File: src/rtl/mole_judge.sv
// Whack-a-mole judge: shows one mole per round, scores hits, counts misses, ends the game at MAX_MISSES.
// All outputs are registered; a whack sampled at one edge is reflected in hit/miss/score/misses after that edge.
module mole_judge #(
    parameter int MOLE_TICKS = 4,
    parameter int GAP_TICKS  = 1,
    parameter int MAX_MISSES = 3
) (
    input  logic        clk,
    input  logic        rst,
    input  logic        start,
    input  logic        tick,
    input  logic [15:0] mole_location,
    input  logic [15:0] whack,
    output logic [15:0] mole_display,
    output logic        hit,
    output logic        miss,
    output logic [7:0]  score,
    output logic [3:0]  misses,
    output logic        game_over
);

    localparam logic [3:0] MOLE_T = 4'(MOLE_TICKS);
    localparam logic [3:0] GAP_T  = 4'(GAP_TICKS);
    localparam logic [3:0] MAX_M  = 4'(MAX_MISSES);

    typedef enum logic [2:0] {IDLE, LOAD, SHOW, GAP, OVER} state_t;

    state_t      state, state_n;
    logic [15:0] mole, mole_n, disp_n;
    logic [3:0]  timer, timer_n, misses_n;
    logic [7:0]  score_n;
    logic        hit_n, miss_n;
    logic        loc_onehot, correct, wrong, expire;

    assign loc_onehot = (mole_location != 16'h0000) &&
                        ((mole_location & (mole_location - 16'h0001)) == 16'h0000);
    assign correct    = (whack & mole) != 16'h0000;
    assign wrong      = (whack != 16'h0000) && !correct;

    always_comb begin
        state_n  = state;
        mole_n   = mole;
        timer_n  = timer;
        score_n  = score;
        misses_n = misses;
        hit_n    = 1'b0;
        miss_n   = 1'b0;
        disp_n   = 16'h0000;
        expire   = 1'b0;
        case (state)
            IDLE: begin
                if (start) begin
                    score_n  = 8'd0;
                    misses_n = 4'd0;
                    state_n  = LOAD;
                end
            end
            LOAD: begin
                mole_n  = loc_onehot ? mole_location : 16'h0001;
                timer_n = MOLE_T;
                disp_n  = mole_n;
                state_n = SHOW;
            end
            SHOW: begin
                disp_n = mole;
                if (correct) begin
                    // A hit takes precedence over any tick or stray whack bits this cycle.
                    hit_n   = 1'b1;
                    score_n = (score == 8'hFF) ? score : score + 8'd1;
                    timer_n = GAP_T;
                    disp_n  = 16'h0000;
                    state_n = GAP;
                end else begin
                    expire = tick && (timer <= 4'd1);
                    if (tick && timer != 4'd0)
                        timer_n = timer - 4'd1;
                    if (wrong || expire) begin
                        miss_n   = 1'b1;
                        misses_n = misses + 4'd1;
                        if (misses_n == MAX_M) begin
                            disp_n  = 16'h0000;
                            state_n = OVER;
                        end else if (expire) begin
                            timer_n = GAP_T;
                            disp_n  = 16'h0000;
                            state_n = GAP;
                        end
                    end
                end
            end
            GAP: begin
                if (tick) begin
                    timer_n = (timer != 4'd0) ? timer - 4'd1 : 4'd0;
                    if (timer <= 4'd1)
                        state_n = LOAD;
                end
            end
            OVER: begin
                if (start) begin
                    score_n  = 8'd0;
                    misses_n = 4'd0;
                    state_n  = LOAD;
                end
            end
            default: state_n = IDLE;
        endcase
    end

    always_ff @(posedge clk) begin
        if (rst) begin
            state        <= IDLE;
            mole         <= 16'h0000;
            timer        <= 4'd0;
            score        <= 8'd0;
            misses       <= 4'd0;
            hit          <= 1'b0;
            miss         <= 1'b0;
            mole_display <= 16'h0000;
            game_over    <= 1'b0;
        end else begin
            state        <= state_n;
            mole         <= mole_n;
            timer        <= timer_n;
            score        <= score_n;
            misses       <= misses_n;
            hit          <= hit_n;
            miss         <= miss_n;
            mole_display <= disp_n;
            game_over    <= (state_n == OVER);
        end
    end

endmodule

File: config.mk
export PLATFORM = sky130hd
export DESIGN_NAME = mole_judge
export DESIGN_NICKNAME = d
export VERILOG_FILES = /design/src/rtl/mole_judge.sv
export SDC_FILE = /design/constraint.sdc
export NUM_CORES = 1
export LEC_CHECK = 0
export ABC_AREA = 1
export BUFFER_PORTS_ARGS = -buffer_cell sky130_fd_sc_hd__buf_4
export CORE_ASPECT_RATIO = 0.7
export CORE_MARGIN = 1.5
export CORE_UTILIZATION = 49
export CTS_CLUSTER_SIZE = 30
export DETAILED_ROUTE_END_ITERATION = 8
export PLACE_DENSITY = 0.79
export RECOVER_POWER = 100
export SLEW_MARGIN = 10
export SYNTH_ARGS = -nofsm -noshare
export SYNTH_HDL_FRONTEND = slang
export SYNTH_SLANG_ARGS = --single-unit
File: constraint.sdc
create_clock -name clk -period 1.7 [get_ports clk]
set_input_delay 0.255 -clock clk [delete_from_list [all_inputs] [get_ports clk]]
set_output_delay 0.255 -clock clk [all_outputs]
set_load 0.01 [all_outputs]
==> results summary, run 1 <==
The switching power of the nets is 929 µW. The standby leakage power is 1.71 nW. The proportion of synthesized flip-flops having asynchronous set or reset came out at 0%. Of all nets on the critical path, the largest fanout is 5. In the final layout, flip-flops and latches occupy 0.00109 mm².

The final worst setup slack came out at 87.4 ps. The die is 95.5 µm wide. The post-layout minimum cycle time is 1610 ps. The area of combinational cells with multiple inputs came out at 0.00173 mm². The worst hold path begins at rst. The most used flip-flop cell after synthesis is dfxtp_1.

The part of the total power dissipated in sequential elements came out at 46.5%. The final estimated routing congestion in global placement came out at 0.925. The number of global-route vias before repair is 2877. The internal power summed over all cells came out at 1.94 mW.

The actual transition at the worst max-transition pin came out at 319 ps. The top cell type by area accounts for 36.9% of the synthesized area. The number of hold buffers added after CTS was 0. The fraction of the core area covered by cells at the end of the flow came out at 69.0%. The depth of the CTS H-tree came out at 2.

The worst slew slack as a fraction of its limit is 78.7%. The worst register-to-register path begins at misses[0]. The total half-perimeter wirelength after legalization and detailed placement came out at 6450 µm. The switching portion of total power came out at 32.4%. The fraction of layout instances using a drive strength above 1 is 27.7%. The synthesized area per cell is 6.74 µm². The most critical setup path has its startpoint at misses[0].

The clock transition at the registers of the reported paths came out at 100 ps. The starting density of the core is 51.0%. Walking the worst path, the cells encountered are ha_1 > xnor2_2 > nand2_2 > nor2_4 > buf_4 > a21oi_2 > nand2_1 > nand3_1 > a21oi_1 > nor2_1. The net count after synthesis is 477.

The clock latency of the later-clocked register in the worst-skew pair is 320 ps. The overall power of the completed layout is 2.87 mW. Yosys mapped the design onto 30 distinct sky130hd cell types. The final count of pins violating max slew is 0. The number of instances in the synthesized netlist came out at 435. Setup repair after global routing could not meet its margin everywhere. The detailed-route via count is 3325. For this block, the routed nets add up to 8660 µm of wire.

The warning count from the yosys run is 0. The number of diodes came out at 0. In the synthesized netlist, the cells that appear most often are 118 x nand2_1, 54 x a21oi_1, 54 x dfxtp_1. The total power divided by cell area came out at 723 mW/mm². The maximum vdd ir drop is 0.000414 V. Yosys instantiated no cell more often than nand2_1. The die covers 0.00647 mm². The pin count of the biggest net entering global routing came out at 18.

The worst slack at placement came out at -109 ps. The critical path endpoint category is a flip-flop. The number of stages on the worst hold path is 2.

At the worst endpoint, the arrival time is 1820 ps. The initial antenna violation count came out at 0. The maximum clock frequency is 620 MHz.

The worst path uses 94.9% of the clock period. The final net count came out at 584. In this run the count of I/O pins placed on the die edge is 67. The standard cell with the maximum stage delay on the critical path is dfxtp_2.

The final number of hold-violating endpoints is 0. The number of cells on the worst reg-to-reg path is 10. The number of maximum-capacitance constraint violations came out at 0. The final setup skew came out at 9.34 ps.

The data required time of the worst path is 1910 ps. The post-detailed-route DRC marker count came out at 0. Adding up every negative setup slack in the final design gives 0 ps.

The number of register bits inferred by synthesis came out at 54. The die is 67.7 µm tall. The floorplan row count came out at 23. The clock net in this run drives a total of 54 sinks. The number of flops mapped to enable cells by yosys is 0.

The number of design-rule violations left by the first detailed-router iteration is 316. The tree is rooted in a clkbuf_8. The stage delay of the slowest cell on the critical path is 360 ps. TritonCTS built the clock tree. The share of total power in combinational logic is 28.0%. The global-route wire length before repair came out at 13600 µm. The final-report setup violation count is 0. The critical path class is reg -> reg.

In the final routed layout, each cell accounts on average for 14.0 µm. The filler cell count came out at 514. In this run, CTS created clock tree buffers numbering 5. Dividing the detail-routed via count by the number of cells gives 5.39. The total global-route track usage is 27.1%. The clock power share is 25.5%.

Once detail routing completed, the nets flagged for antenna violations numbered 0. The area added between synthesis and finish is 35.4%. The deepest clock path buffer count came out at 2. Sorting the synthesized cells by area gives the leading types as dfxtp_1 37%, nand2_1 15%, a21oi_1 9.2%. The flow ran to the end, and the final reports show no timing, DRC or antenna violations.

The synthesized netlist occupies a cell area of 0.00293 mm². The count of input and output buffers is 66. Sequential cells were found to cover 36.9% of the synthesized design area. The detailed-routing iteration count for the pre-antenna-repair pass is 6. The largest total area in the synthesized netlist belongs to dfxtp_1. The total core area is 0.00576 mm².

The worst hold path class is in -> reg. The total overflow left after global routing is 0. STA classifies the critical path startpoint as a flip-flop.

The smallest hold slack came out at 236 ps.
per-layer routing:
layer  track usage, %  wire [µm]
met1             39.3       4110
met2             40.1       3750
met3             7.09        694
met4             5.70         98
met5                0          0
layout by cell type (no fill, tap or decap), types with 2 or more instances in the layout:
| master | netlist | layout |
|---|---|---|
| nand2_1 | 118 | 116 |
| buf_4 | 2 | 84 |
| a21oi_1 | 54 | 47 |
| dfxtp_1 | 54 | 46 |
| nor2_1 | 47 | 45 |
| nand3_1 | 36 | 35 |
| inv_1 | 31 | 29 |
| nand4_1 | 22 | 22 |
| clkbuf_1 | 4 | 21 |
| o21ai_0 | 13 | 11 |
| nor2_4 | 7 | 9 |
| dfxtp_2 | 0 | 8 |
| inv_2 | 5 | 7 |
| a21oi_2 | 0 | 7 |
| o21ai_1 | 5 | 5 |
| clkbuf_8 | 0 | 5 |
| buf_12 | 0 | 5 |
| nand2_2 | 3 | 4 |
| nor2_2 | 4 | 4 |
| ha_1 | 6 | 4 |
| nand3_2 | 2 | 3 |
| xor2_1 | 3 | 3 |
| o21ai_2 | 1 | 2 |
| xnor2_2 | 0 | 2 |
| nor3_1 | 2 | 2 |
| or2_2 | 2 | 2 |
| ha_2 | 0 | 2 |
worst paths after layout:
| path | to | slack, ps |
|---|---|---|
| max | state[0] | 90 |
| min | mole[15] | 240 |
| max reg2reg | state[0] | 90 |
| min reg2reg | score[4] | 470 |
power by group through the flow:
stage | logic, mW | clock network (mW) | registers (mW)
after floorplan | 0.359 | 0 | 1.37
after global placement | 0.706 | 0 | 1.36
after detailed placement | 0.715 | 0 | 1.36
after CTS | 0.720 | 0.726 | 1.33
after global routing | 0.877 | 0.797 | 1.34
final | 0.803 | 0.732 | 1.33
timing repair:
item	4_1_cts	5_1_grt
gates cloned	0	1
gates resized for setup	3	31
setup buffers	0	4
endpoints found under the setup margin	11	30
pin swaps	0	9
area by class of cell:
class	count	share of cell area, %
sequential	54	27.5
timing repair buffer	111	21.0
inverter	37	3.56
multi-input combinational	333	43.5
clock inverter	2	0.347
tap	75	2.36
clock buffer	5	1.73
registers in the layout, indices dropped and copies added (netlist names):
name          flops
game_over         1
hit               1
miss              1
misses            4
mole             16
mole_display     16
score             8
state             3
timer             4
stage by stage:
| step | std cells | cell area (µm²) |
|---|---|---|
| 6_report | 617 | 3970 |
| 5_1_grt | 617 | 3970 |
| 4_1_cts | 612 | 3880 |
| 3_5_place_dp | 605 | 3790 |
| 3_3_place_gp | 605 | 3790 |
| 2_1_floorplan | 435 | 2930 |
cell families after synthesis:
kind of cell               synth area share [%]
and+or+nand+nor                            37.8
AOI/OAI and AO/OA                          13.6
xor gates and xnor gates                   1.79
DFF                                        36.9
buffers and inverters                      7.34
adders and majority gates                  2.56
worst max-delay path: cells and delay by family, from the launching register on:
kind / cells / cell delay [ps]
adder cells (fa/ha/maj): 1 / 220
AND/OR/NAND/NOR: 5 / 410
flip-flops: 1 / 360
XOR/XNOR: 1 / 170
buffers and inverters: 1 / 150
AO/OA/AOI/OAI: 2 / 190
Note: power is estimated with default switching activity, not from simulation.
==> run 2: changes to the inputs <==
Settings changed: GPL_TIMING_DRIVEN set to 0.
Clock period 1.7 ns to 1.4 ns, I/O delays scaled along.
==> run 2 against run 1 <==
  * The run now ends with setup timing left
  * Sequential power is 24% higher
  * Clock power increased by 34%
  * Combinational power rose by 51%
  * First-iteration DRC count up 51%
  * Register-to-register slack got worse by 460 ps
  * Maximum frequency is 9.1% lower
  * Routed wire length increased by 31%
  * Power rose by 34%
  * Clock-buffer cell count increased by 1
  * Clock skew fell by 4.3 ps
  * Non-clock buffer count up 5
  * Flip-flop and latch count unchanged
  * Critical path type unchanged
  * Highest routed layer unchanged
==> results summary, run 2 (synthesis results as in run 1) <==
The deepest clock path buffer count is 2 (unchanged). The beginning of the worst hold path is rst. The per-cell routed wire length is 18.1 µm (+29%).

The total core area is 0.00576 mm² (unchanged). Setup repair after global routing could not meet its margin everywhere. The total half-perimeter wirelength after legalization and detailed placement came out at 6180 µm (-4.2%). The number of design-rule violations left by the first detailed-router iteration came to 478 (+51%).

The number of maximum-capacitance constraint violations was 0 (unchanged). The number of primary I/O pins is 67 (unchanged). The detailed-routing iteration count for the pre-antenna-repair pass came out at 6 (unchanged). The total power divided by cell area came out at 861 mW/mm² (+19%).

TritonCTS built the clock tree. The total global-route track usage is 30.3% (+3.2 points). The global-route wire length before repair is 15200 µm (+12%). The number of stages on the worst hold path was 4 (+2).

The final worst setup slack was -374 ps (-461 ps). The worst-case hold path end point is score[4]. The post-detailed-route via-to-cell ratio is 6.05 (+12%).

The final estimated routing congestion in global placement is 0.939 (+1.4%). The post-detailed-route count of antenna-violating nets is 0 (unchanged). The worst slack at placement came out at -455 ps (-347 ps). The worst setup path startpoint is misses[2]. The worst setup path is launched from a flip-flop. The maximum vdd ir drop came out at 0.000559 V (+35%). The standby leakage power is 1.78 nW (+4.0%).

The fraction of layout instances using a drive strength above 1 came out at 42.1% (+14 points). The smallest hold slack came out at 226 ps (-9.81 ps). The final number of hold-violating endpoints was 0 (unchanged). The number of cells on the worst reg-to-reg path came out at 7 (-3).

The maximum clock frequency was 564 MHz (-9.1%). The worst slew slack as a fraction of its limit is 54.7% (-24 points). The final-report setup violation count came to 52 (+52). The final reports fail on setup timing.

The total global routing overflow was 0 (unchanged). The final net count is 590 (+1.0%). The stage delay of the slowest cell on the critical path is 470 ps (+110 ps). The x dimension of the die is 95.5 µm (unchanged). CTS placed an instance of clkbuf_8 at the clock tree root. The slack of the worst reg-to-reg path was -370 ps (-460 ps). The count of input and output buffers came to 66 (unchanged).

The number of buffers and inverters on the critical path was 1 (unchanged). The most common library cell in the layout ignoring fill and taps is nand2_1. In this design, the largest share of critical-path delay is due to flip-flops.

The post-layout minimum cycle time came to 1770 ps (+161 ps). The cell area after layout is 0.00446 mm² (+12%). The largest registers in the layout are mole x16, mole_display x16, score x8. The critical path endpoint category is a flip-flop.

The placed cell area is 0.00369 mm² (-2.6%). The largest individual stage delay along the critical path comes from the cell dfxtp_1. The total clock buffers created by CTS came out at 5 (unchanged).

The worst setup path is of the reg -> reg kind. In this run the critical register-to-register path is launched from misses[2]. The critical path data arrival time came out at 2020 ps (+200 ps). The number of diodes is 0 (unchanged).

The final setup skew came to 5.04 ps (-4.30 ps). The TritonCTS sink count came out at 54 (unchanged). The area added between synthesis and finish is 52.1%. The pin count of the biggest net entering global routing came out at 18 (unchanged). The total of hold buffers inserted after clock tree synthesis was 0 (unchanged). The actual transition at the worst max-transition pin is 679 ps (+360 ps). The die area came out at 0.00647 mm² (unchanged).

The final period utilization came out at 127% (+32 points). The clock transition at the registers of the reported paths is 110 ps (about the same). The wire length reported by the detailed router came to 11300 µm (+31%).

Walking the worst path, the cells encountered are nand3_2 > xnor2_4 > nor2_4 > o21ai_4 > buf_6 > nand3_2 > a21oi_2. The initial antenna violation count is 0 (unchanged). The depth of the CTS H-tree is 2 (unchanged). The number of global-route vias before repair was 3239 (+13%). The data required time of the worst path is 1650 ps (-260 ps). In this run the critical register-to-register path is captured at mole_display[6]. The post-detailed-route DRC marker count came out at 0 (unchanged). The clock latency of the later-clocked register in the worst-skew pair is 320 ps (about the same). The top cell types in the final layout, fill and taps aside, are 99 x nand2_1, 65 x buf_4, 39 x nor2_1. The most numerous cell type found on the critical path is nand3_2. The min-delay analysis places its worst path in the category in -> reg. The starting density of the core is 51.0% (unchanged). The floorplan row count is 23 (unchanged). The maximum fanout along the worst path is 7 (+2).

The die outline height came out at 67.7 µm (unchanged). The filler cell count came to 394 (-23%). The final count of pins violating max slew was 0 (unchanged).

The flow ran to the end, but the final reports show violations. The detailed-route via count came out at 3775 (+14%).
==> run 2: cell types whose count changed in the layout (fill, tap and decap cells not counted), moves of 7 or more <==
cell,change
dfxtp_1,-9
a21oi_1,-16
nand3_1,-22
nand2_2,+13
clkbuf_1,+7
nand3_2,+19
a21oi_2,+16
nand2_1,-17
buf_4,-19
buf_6,+20
==> run 2: metrics by stage <==
stage          TNS (ps)  power (mW)  cells  util (%)
6_report         -11970        3.84    624      77.5
5_1_grt          -14880        3.96    624      77.5
4_1_cts           -4550        3.59    614      74.0
3_5_place_dp     -15160        2.45    576      64.1
3_3_place_gp     -11550        2.43    576      64.1
2_1_floorplan      -506        2.17    435         -
==> run 2: final cells by class <==
| class | count | area (µm²) | share of cell area [%] |
|---|---|---|---|
| repair inverters | 1 | 6.26 | 0.140 |
| flip-flops and latches | 54 | 1120 | 25.0 |
| repair buffers | 105 | 754 | 16.9 |
| clock buffers | 6 | 82.6 | 1.85 |
| well taps | 75 | 93.8 | 2.10 |
| plain buffers | 11 | 93.8 | 2.10 |
| inverters | 37 | 159 | 3.56 |
| clock inverters | 2 | 16.3 | 0.365 |
| multi-input cells | 333 | 2140 | 47.9 |
==> run 2: layer usage <==
metal | up-vias | routed length, µm | GRT usage, %
met4 | 0 | 350 | 8.27
met3 | 62 | 1390 | 8.45
met2 | 296 | 5180 | 45.9
met1 | 1742 | 4400 | 42.2
met5 | - | 0 | 0
li1 | 1675 | - | -
==> run 2: tightest hold or removal path, stage by stage <==
cell and delay, ps:
buf_4 100, nor2_1 80, nand2_1 80, a21oi_1 30
==> run 2: worst max path at each step <==
stage	depth (start not counted)	to
final	7	mole_display[6]
after global routing	7	mole_display[6]
after CTS	12	timer[1]
after detailed placement	11	mole_display[6]
after global placement	11	mole_display[6]
after floorplan	7	mole_display[10]
==> run 2: report_power, final <==
group | switching (mW) | internal [mW]
combinational | 0.716 | 0.495
sequential | 0.0715 | 1.58
clock | 0.570 | 0.409
==> run 2: timing repair <==
action                                  CTS  global route
resized for setup                        81            62
gates cloned                              6             0
pin swaps                                39            55
endpoints found under the setup margin   50            53
buffers inserted                         24            11
